**src/rtl/arc4_pkg.sv**
```systemverilog
// ---------------------------------------------------------------------------
// arc4_pkg
//   Shared definitions for the ARC4 key-scheduling controller:
//     - arc4_ksa_state_t : controller state encoding
//     - S_DEPTH, ADDR_W  : S array geometry (fixed 256 x 8)
//     - KEY_BYTES_DEFAULT: default secret key length in bytes
//     - kidx_width()     : width of the key-index counter (at least 1 bit)
// ---------------------------------------------------------------------------
package arc4_pkg;

    localparam int S_DEPTH           = 256;
    localparam int ADDR_W            = 8;
    localparam int KEY_BYTES_DEFAULT = 3;

    typedef enum logic [3:0] {
        IDLE,
        INIT,
        RD_I,
        WAIT_I,
        RD_J,
        WAIT_J,
        SWAP_J,
        SWAP_I,
        DONE
    } arc4_ksa_state_t;

    // A one-byte key still needs a 1-bit index so the counter stays legal.
    function automatic int kidx_width(input int n);
        return (n > 1) ? $clog2(n) : 1;
    endfunction

endpackage

```
**src/rtl/arc4_key_sel.sv**
```systemverilog
// ---------------------------------------------------------------------------
// arc4_key_sel
//   Combinational selection of one key byte by key index. Key byte 0 is the
//   most significant byte of the key vector.
// Ports:
//   key      in  8*KEY_BYTES  latched secret key
//   idx      in  KIDX_W       key byte index (0..KEY_BYTES-1)
//   key_byte out 8            selected key byte
// ---------------------------------------------------------------------------
module arc4_key_sel
    import arc4_pkg::*;
#(
    parameter int KEY_BYTES = KEY_BYTES_DEFAULT,
    parameter int KIDX_W    = kidx_width(KEY_BYTES)
) (
    input  logic [8*KEY_BYTES-1:0] key,
    input  logic [KIDX_W-1:0]      idx,
    output logic [7:0]             key_byte
);

    logic [7:0] key_bytes [KEY_BYTES];

    generate
        for (genvar gi = 0; gi < KEY_BYTES; gi++) begin : g_byte
            assign key_bytes[gi] = key[8*(KEY_BYTES-gi)-1 -: 8];
        end
    endgenerate

    // Explicit compare per byte keeps non-power-of-two key lengths safe.
    always_comb begin
        key_byte = 8'h00;
        for (int b = 0; b < KEY_BYTES; b++) begin
            if (idx == KIDX_W'(b)) begin
                key_byte = key_bytes[b];
            end
        end
    end

endmodule

```
**src/rtl/arc4_ksa_fsm.sv**
```systemverilog
// ---------------------------------------------------------------------------
// arc4_ksa_fsm
//   ARC4 key-scheduling controller. Optionally fills the S RAM with the
//   identity permutation, then runs the 256-step KSA swap loop against a
//   single-port 256x8 RAM whose read data arrives one cycle after the
//   address. Each KSA step takes 6 cycles:
//     RD_I -> WAIT_I -> RD_J -> WAIT_J -> SWAP_J -> SWAP_I
//
//   Build option: define ARC4_INIT_PHASE_EN to include the INIT phase
//   (256 writes s[i]=i). Without it the RAM must be preloaded with the
//   identity permutation and IDLE goes straight to RD_I.
//
// Ports:
//   clock    in   1            system clock, rising edge
//   reset_n  in   1            asynchronous active-low reset
//   start    in   1            begin request, sampled only in IDLE
//   key      in   8*KEY_BYTES  secret key, latched on accepted start
//   finish   out  1            one-cycle pulse when S is complete
//   busy     out  1            high from accepted start through finish
//   address  out  8            S RAM address
//   data     out  8            S RAM write data
//   s_wren   out  1            S RAM write enable
//   s_q      in   8            S RAM read data (1-cycle latency)
// ---------------------------------------------------------------------------
module arc4_ksa_fsm
    import arc4_pkg::*;
#(
    parameter int KEY_BYTES = KEY_BYTES_DEFAULT
) (
    input  logic                   clock,
    input  logic                   reset_n,
    input  logic                   start,
    input  logic [8*KEY_BYTES-1:0] key,
    output logic                   finish,
    output logic                   busy,
    output logic [ADDR_W-1:0]      address,
    output logic [7:0]             data,
    output logic                   s_wren,
    input  logic [7:0]             s_q
);

    localparam int                KIDX_W   = kidx_width(KEY_BYTES);
    localparam logic [ADDR_W-1:0] LAST_IDX = ADDR_W'(S_DEPTH - 1);

    arc4_ksa_state_t        state_reg, state_next;
    logic [ADDR_W-1:0]      i_reg, i_next;
    logic [ADDR_W-1:0]      j_reg, j_next;
    logic [KIDX_W-1:0]      k_reg, k_next;
    logic [7:0]             si_reg, si_next;
    logic [7:0]             sj_reg, sj_next;
    logic [8*KEY_BYTES-1:0] key_reg, key_next;
    logic [7:0]             key_byte;

    arc4_key_sel #(
        .KEY_BYTES (KEY_BYTES),
        .KIDX_W    (KIDX_W)
    ) u_key_sel (
        .key      (key_reg),
        .idx      (k_reg),
        .key_byte (key_byte)
    );

    always_ff @(posedge clock or negedge reset_n) begin
        if (!reset_n) begin
            state_reg <= IDLE;
            i_reg     <= '0;
            j_reg     <= '0;
            k_reg     <= '0;
            si_reg    <= '0;
            sj_reg    <= '0;
            key_reg   <= '0;
        end else begin
            state_reg <= state_next;
            i_reg     <= i_next;
            j_reg     <= j_next;
            k_reg     <= k_next;
            si_reg    <= si_next;
            sj_reg    <= sj_next;
            key_reg   <= key_next;
        end
    end

    always_comb begin
        state_next = state_reg;
        i_next     = i_reg;
        j_next     = j_reg;
        k_next     = k_reg;
        si_next    = si_reg;
        sj_next    = sj_reg;
        key_next   = key_reg;
        address    = '0;
        data       = '0;
        s_wren     = 1'b0;

        case (state_reg)
            IDLE: begin
                if (start) begin
                    key_next = key;
                    i_next   = '0;
                    j_next   = '0;
                    k_next   = '0;
`ifdef ARC4_INIT_PHASE_EN
                    state_next = INIT;
`else
                    state_next = RD_I;
`endif
                end
            end
`ifdef ARC4_INIT_PHASE_EN
            INIT: begin
                address = i_reg;
                data    = i_reg;
                s_wren  = 1'b1;
                i_next  = i_reg + 8'd1;   // wraps to 0 after the last entry
                if (i_reg == LAST_IDX) begin
                    state_next = RD_I;
                end
            end
`endif
            RD_I: begin
                address    = i_reg;
                state_next = WAIT_I;
            end
            WAIT_I: begin
                address    = i_reg;
                state_next = RD_J;
            end
            RD_J: begin
                // s_q holds s[i]; the new j is presented to the RAM right away.
                si_next    = s_q;
                j_next     = j_reg + s_q + key_byte;
                address    = j_next;
                state_next = WAIT_J;
            end
            WAIT_J: begin
                address    = j_reg;
                state_next = SWAP_J;
            end
            SWAP_J: begin
                // s_q holds s[j]; when i==j it equals si, so the swap is a no-op.
                sj_next    = s_q;
                address    = j_reg;
                data       = si_reg;
                s_wren     = 1'b1;
                state_next = SWAP_I;
            end
            SWAP_I: begin
                address = i_reg;
                data    = sj_reg;
                s_wren  = 1'b1;
                if (i_reg == LAST_IDX) begin
                    state_next = DONE;
                end else begin
                    i_next     = i_reg + 8'd1;
                    k_next     = (k_reg == KIDX_W'(KEY_BYTES - 1)) ? '0 : k_reg + KIDX_W'(1);
                    state_next = RD_I;
                end
            end
            DONE: begin
                state_next = IDLE;
            end
            default: begin
                state_next = IDLE;
            end
        endcase
    end

    assign finish = (state_reg == DONE);
    assign busy   = (state_reg != IDLE);

endmodule

```
**config.mk**
```make
export PLATFORM = sky130hd
export DESIGN_NAME = arc4_ksa_fsm
export DESIGN_NICKNAME = d
export VERILOG_FILES = /design/src/rtl/arc4_pkg.sv /design/src/rtl/arc4_key_sel.sv /design/src/rtl/arc4_ksa_fsm.sv
export SDC_FILE = /design/constraint.sdc
export NUM_CORES = 1
export LEC_CHECK = 0
export ABC_AREA = 1
export ABC_CLOCK_PERIOD_IN_PS = 3700
export BUFFER_PORTS_ARGS = -buffer_cell sky130_fd_sc_hd__buf_2
export CORE_MARGIN = 4
export CORE_UTILIZATION = 50
export CTS_CLUSTER_SIZE = 16
export DETAILED_ROUTE_END_ITERATION = 8
export PLACE_DENSITY = 0.8
export SKIP_CTS_REPAIR_TIMING = 1
export SYNTH_ARGS = -nofsm -noshare
export SYNTH_HDL_FRONTEND = slang
export SYNTH_HIERARCHICAL = 1
export SYNTH_SLANG_ARGS = --single-unit
```
**constraint.sdc**
```tcl
create_clock -name clock -period 3.7 [get_ports clock]
set_clock_uncertainty 0.15 [all_clocks]
set_input_delay 1.11 -clock clock [delete_from_list [all_inputs] [get_ports clock]]
set_output_delay 1.11 -clock clock [all_outputs]
set_load 0.1 [all_outputs]
```
-- Word-level counts from Yosys, hierarchy flattened
Cells that the tools add are included.
Widths: inputs -> output; s select.
- add/sub/neg operators: 4
- equal/unequal tests: 12
- multiplexer cells: 17
- reduce and logical (&&, ||, !) cells: 11
- operators by type and width (kind ; number):
    $pmux 8 s2 ; 3
    $mux 8 ; 5
    $pmux 4 s7 ; 1
    $pmux 8 s3 ; 1
    $add 8x8->8 ; 2
    $eq 4x3->1 const B ; 4
    $add 8x1->8 const B ; 1
    $eq 4x2->1 const B ; 2
    $eq 8x8->1 const B ; 1
    $mux 4 ; 2
    $mux 2 ; 3
    $eq 4x4->1 const B ; 1
    $logic_not 4->1 ; 1
    $ne 2x2->1 const B ; 2
    $pmux 2 s2 ; 1
    $reduce_and 2->1 ; 2
    $reduce_bool 2->1 ; 2
    $reduce_bool 4->1 ; 1
    $reduce_or 2->1 ; 2
    $reduce_and 3->1 ; 1
    $reduce_or 3->1 ; 1
    $add 2x1->2 const B ; 1
    $eq 2x1->1 const B ; 1
    $eq 2x2->1 const B ; 1
    other kinds (2) ; 2
- bits in registers: 62
- input port bits: 35
- output and inout bits: 19
- word-level logic and storage cells: 51

-- Longest topological paths before layout
Gate-level depths: netlist of run 1.
- depth after elaboration: 6
- depth in mapped cells: 16
- gate-level depth less buffers: 15

-- Modules after synthesis
Netlist of run 1, hierarchy kept.
- modules (own cells, without submodules) (module ; instances ; cells an instance ; area each (µm²) ; seq. area each (µm²)):
    arc4_ksa_fsm ; 1 ; 427 ; 3309.4 ; 1551.5
    arc4_key_sel ; 1 ; 37 ; 187.7 ; 0.0

-- Worst setup path before layout of run 1
OpenSTA, ideal clock, no wires.
- kind: input to output
- from: input port s_q[1]
- to: output port address[2]
- arrival time: 3931 ps
- data required time: 2440 ps
- setup slack: -1491 ps
- cell stages on the path: 7
- buffers on the path: 0
- cell sequence: inv_1 > fa_1 > inv_1 > ha_1 > inv_1 > fa_1 > o221ai_1
- cells in the longest elaborated chain, start to end: 3
- RTL lines (what ; RTL line ; text):
    start: declaration ; arc4_ksa_fsm.sv:39 ; input logic [7:0] s_q
    $add 8x8->8 (2 in a row) ; arc4_ksa_fsm.sv:131 ; j_next = j_reg + s_q + key_byte;
    $pmux 8 s3 ; arc4_ksa_fsm.sv:95 ; case (state_reg)
    end: declaration ; arc4_ksa_fsm.sv:36 ; output logic [ADDR_W-1:0] address,
No other way between the ends.

-- Worst setup path after layout of run 1
- from: input port s_q[1]
- to: output port address[7]
Same word-level chain as after synthesis.

==> results of run 1 <==
## layer usage
layer | wire length, um | GRT usage
met5 | 0 | 0
met2 | 4230 | 0.357
met1 | 3700 | 0.280
met4 | 139 | 0.0754
met3 | 572 | 0.0476
## per-stage QoR
stage	setup TNS, ns	instance area [um2]	instances	hold WS (ns)	utilization
2_1_floorplan	-7.03	3670	464	0.299	-
3_5_place_dp	-3.21	4230	618	0.316	0.623
6_report	-2.90	4570	636	0.332	0.673
5_1_grt	-3.40	4570	636	0.355	0.673
3_3_place_gp	-2.98	4230	618	0.314	0.623
4_1_cts	-3.70	4440	634	0.335	0.654
## layout make-up
| type | count | area (um2) |
|---|---|---|
| repair buffers | 71 | 546 |
| clock buffers | 11 | 151 |
| well taps | 96 | 120 |
| fillers | 579 | 2220 |
| inverters | 69 | 267 |
| flip-flops and latches | 62 | 1550 |
| clock inverters | 5 | 57.6 |
| multi-input cells | 322 | 1870 |
## worst max path at each step
stage	from	cells after the start	slack, ns	to
final	s_q[1]	13	-0.59	address[7]
after floorplan	state_reg[3]$_DFFE_PN0P_	6	-0.65	data[0]
after global placement	s_q[1]	12	-0.65	address[5]
after global routing	k_reg[0]$_DFFE_PN0P_	13	-0.68	address[7]
after CTS	s_q[1]	12	-0.72	address[5]
after detailed placement	s_q[1]	12	-0.68	address[5]
## cell usage after synthesis
library cell / instances / area [um2]
fa_1: 8 / 160
ha_1: 7 / 87.6
clkbuf_2: 1 / 5.00
o21ai_1: 1 / 5.00
buf_4: 2 / 15.0
nand2_4: 1 / 11.3
o22ai_1: 2 / 12.5
nor3_1: 6 / 30.0
or2_2: 1 / 6.26
nand3_2: 1 / 10.0
xnor2_1: 1 / 8.76
inv_1: 64 / 240
nand2_1: 175 / 657
xor2_1: 1 / 8.76
nand4_1: 3 / 18.8
o21a_1: 1 / 7.51
a21oi_1: 2 / 10.0
clkbuf_1: 3 / 11.3
buf_2: 2 / 10.0
o221ai_1: 4 / 35.0
inv_2: 5 / 18.8
nand3_1: 38 / 190
nand3b_1: 2 / 15.0
nand2_2: 2 / 12.5
o21ai_0: 42 / 210
nor2_4: 2 / 22.5
a31oi_1: 2 / 12.5
buf_6: 3 / 33.8
nor2_1: 18 / 67.6
dfrtp_1: 62 / 1550
nor2_2: 2 / 12.5
## layout by cell type, fill, tap and decap left out, types with 3 or more instances in the layout
| cell | count |
|---|---|
| buf_12 | 9 |
| buf_2 | 43 |
| buf_4 | 18 |
| clkbuf_8 | 11 |
| clkinvlp_4 | 3 |
| dfrtp_1 | 60 |
| fa_1 | 7 |
| ha_1 | 3 |
| ha_4 | 4 |
| inv_1 | 59 |
| inv_2 | 9 |
| nand2_1 | 164 |
| nand2_2 | 8 |
| nand2_4 | 4 |
| nand3_1 | 29 |
| nand3_2 | 8 |
| nand4_1 | 3 |
| nor2_1 | 16 |
| nor2_2 | 4 |
| nor3_1 | 4 |
| o21ai_0 | 41 |
| o221ai_4 | 3 |
## critical path: cells and delay by family
kind                     cells  cell delay [ns]
adder cells (fa/ha/maj)      3             0.98
buffers and inverters        5             0.40
AND/OR/NAND/NOR              5             0.54
## kinds of logic after synthesis
group / count (synthesis)
AND/OR/NAND/NOR: 251
flip-flops: 62
XOR/XNOR: 2
adder cells (fa/ha/maj): 15
buffers and inverters: 80
AO/OA/AOI/OAI: 54
==> metrics, run 1 <==
Synth warnings 6; CP Data Arrival Time 3.03 ns; Fin. Hold Viols 0; worst hold path class flip-flop to flip-flop; slowest cell on the critical path fa_1; post-synthesis mux area share 0; vias 3246; Max-Slew Margin vs Limit 0.593; pre-CTS worst setup slack -0.684 ns; Slew @ Worst Pin 0.608 ns; share of post-route cells with drive strength above 1 0.263; vias in the first global route 3139; max reg flops 24; largest net degree at the start of global routing 63; Top Ports 54; reg2reg path depth 13; DRT Pass-1 Iters 5; critical path peak fanout 3; RR Endpoint j_reg[7]$_DFFE_PN0P_; status complete, but fails checks; Tcrit/Tclk final 1.16; Die ar. 8400 um2; reg2reg start k_reg[0]$_DFFE_PN0P_; hpwl dp 6290 um; nets@finish 585; final number of setup-violating endpoints 6; Iteration-0 DRC Markers 233; clk slew on worst S/H paths 0.07 ns; min-delay src key_reg[0]$_DFFE_PN0P_; IO Port Bufs 53; Post-Syn Nets 514; compound-cell area share of the yosys netlist 0.0837; number of nets with antenna violations after routing 0; Final WS setup -0.593 ns; drt total wl 8640 um; Worst Hold Path EP key_reg[0]$_DFFE_PN0P_; worst skew pair latency 0.35 ns; vias per cell 5.10; Clock Path Buffers 2; die width 91.6 um; Die Ht 91.6 um; GP Congestion 0.896; Ant. Diodes 0; post-synthesis xor/xnor area fraction 0.00501; CP endpoint kind primary output; Min-Delay Path Depth 2; Crit path top cell by count inv_2; Cells after Synth 464; R2R setup slack 0.91 ns; CP cell instances buf_8, inv_8, fa_1, inv_2, ha_4, inv_2, fa_2, nor3_2, nor2_1, nand2_1, nand3_4, nand2_8, buf_12; Cell Area, Synth 3500 um2; CTS Sinks 62; initial antenna violation count 0; Simple-Gate Fraction of Synth Area 0.301; Placeable Area 6790 um2; area share of fa/ha/maj cells after synthesis 0.0708; Yosys reg bits 62; largest family of logic cells by synthesized area simple AND/OR/NAND/NOR gates; synth-to-layout area growth 30.7%; Mean Syn Cell Area 7.54 um2; fin crit period 4.29 ns; Starting Density 0.515; failing checks setup timing; max-slew violations 0; crit path launch type input port; TritonCTS buffer count 9; TritonCTS clock tree yes; max cap viols 0; CP required 2.44 ns; DRC viols 0; RSZ-0062 raised after global routing true; Crit Path Class input port to primary output; Cell variety after synth 31; root buffer cell clkbuf_8; first-pass GRT wire length 14400 um; Max Clk Rate 233 MHz; num rows 30; Seq/Total Area, Yosys 0.444; grt ovf 0; wire length per cell 13.6 um; all-layer global routing usage 0.216; largest stage delay on the critical path 0.47 ns; htree depth 3
Power of run 1 is not shown: default switching activity piles up to over one toggle a cycle in this logic, so the estimate is an artifact.
==> inputs of run 2 (changes only) <==
MAX_ROUTING_LAYER = met4   (was default)
==> metrics, run 2 (synthesized netlist as in run 1, its figures left out) <==
status complete, but fails checks; failing checks setup timing; hpwl dp 6290 um (unchanged); DRC viols 0 (unchanged); first-pass GRT wire length 14400 um (-0.19%); RSZ-0062 raised after global routing true; num rows 30 (unchanged); GP Congestion 0.912 (+1.7%); crit path launch type input port; vias per cell 5.11 (+0.22%); all-layer global routing usage 0.222 (+0.00628); TritonCTS buffer count 9 (unchanged); routed metal-1 wirelength 3740 um (+1.1%); most common cell after layout, fill and taps aside nand2_1; synth-to-layout area growth 31.3%; Crit Path Class input port to primary output; Ant. Diodes 0 (unchanged); Max Clk Rate 233 MHz (+0.20%); vias 3253 (+0.22%); Placeable Area 6790 um2 (unchanged); Top Ports 54 (unchanged); CP cell instances buf_8, inv_8, fa_1, inv_2, ha_4, inv_2, fa_2, nor3_2, nor2_1, nand2_1, nand3_4, nand2_8, buf_12; reg2reg path depth 13 (unchanged); htree depth 3 (unchanged); Worst Setup SP s_q[1]; Iteration-0 DRC Markers 245 (+5.2%); uppermost layer routed met4; CP Data Arrival Time 3.02 ns (about the same); fin crit period 4.28 ns (-0.00850 ns); CP required 2.44 ns (about the same); Final WS setup -0.584 ns (+0.00850 ns); worst skew pair latency 0.35 ns (about the same); Crit path max-delay family adder cells; Fin. Hold Viols 0 (unchanged); RR Endpoint j_reg[7]$_DFFE_PN0P_; Fin Setup TNS -2.89 ns (+0.0159 ns); most frequent cells in the layout nand2_1 (163), dfrtp_1 (60), inv_1 (58); Tcrit/Tclk final 1.16 (-0.00230); CTS Sinks 62 (unchanged); DRT Pass-1 Iters 5 (unchanged); slowest cell on the critical path fa_1; Clock Path Buffers 2 (unchanged); clk slew on worst S/H paths 0.07 ns (about the same); nets@finish 585 (unchanged); wire length per cell 13.8 um (+1.5%); root buffer cell clkbuf_8; largest stage delay on the critical path 0.46 ns (about the same); max-slew violations 0 (unchanged); min-delay src key_reg[0]$_DFFE_PN0P_; CP endpoint kind primary output; grt ovf 0 (unchanged); Starting Density 0.515 (unchanged); worst hold path class flip-flop to flip-flop; met2 WL 4340 um (+2.5%); Die ar. 8400 um2 (unchanged); Core Util, Final 0.676 (+0.00313); Worst Hold Path EP key_reg[0]$_DFFE_PN0P_; R2R setup slack 0.91 ns (about the same); max reg flops 24 (unchanged); max cap viols 0 (unchanged); Die Ht 91.6 um (unchanged); initial antenna violation count 0 (unchanged); critical path peak fanout 3 (unchanged); Max-Slew Margin vs Limit 0.592 (-0.00101); final number of setup-violating endpoints 6 (unchanged); Buffers & Inverters on Critical Path 5 (unchanged); Crit path top cell by count inv_2; largest net degree at the start of global routing 63 (unchanged); vias in the first global route 3134 (-0.16%); Min-Delay Path Depth 2 (unchanged); TritonCTS clock tree yes; die width 91.6 um (unchanged); share of post-route cells with drive strength above 1 0.270 (+0.00741); reg2reg start k_reg[0]$_DFFE_PN0P_; met3 wire length 568 um (-0.70%); number of nets with antenna violations after routing 0 (unchanged); drt total wl 8780 um (+1.5%); IO Port Bufs 53 (unchanged); Slew @ Worst Pin 0.610 ns (+0.00152 ns)
==> run 2: worst register-to-register path: cells and delay by family (launching register included) <==
family	cells	cell delay [ns]
fa+ha+maj	2	1.01
simple gates	7	0.69
flops	1	0.45
buf+inv	4	0.42
==> run 2: area by class of cell <==
type                    count  area (um2)
inverters                  69         267
flip-flops and latches     62        1550
repair buffers             71         549
fillers                   572        2200
multi-input cells         322        1890
clock buffers              11         151
well taps                  96         120
clock inverters             5        57.6
==> run 2: routing by layer <==
layer | vias to the layer above | GRT usage
met4 | 0 | 0.0729
li1 | 1598 | -
met5 | - | -
met3 | 16 | 0.0509
met1 | 1517 | 0.278
met2 | 122 | 0.358
==> run 2: how the worst max path moves through the flow <==
stage | endpoint | slack (ns) | depth (start not counted)
finish | address[7] | -0.58 | 13
global route | address[7] | -0.65 | 13
CTS | address[5] | -0.72 | 12
detailed placement | address[5] | -0.68 | 12
global placement | address[5] | -0.65 | 12
floorplan | data[0] | -0.65 | 6
==> run 2: metrics by stage <==
stage / setup WS, ns / cells / cell area (um2) / hold slack [ns]
2_1_floorplan: -0.651 / 464 / 3670 / 0.299
3_3_place_gp: -0.649 / 618 / 4230 / 0.314
3_5_place_dp: -0.684 / 618 / 4230 / 0.316
4_1_cts: -0.719 / 634 / 4440 / 0.335
5_1_grt: -0.654 / 636 / 4590 / 0.355
6_report: -0.584 / 636 / 4590 / 0.332
Power of run 2 is left out for the same reason.
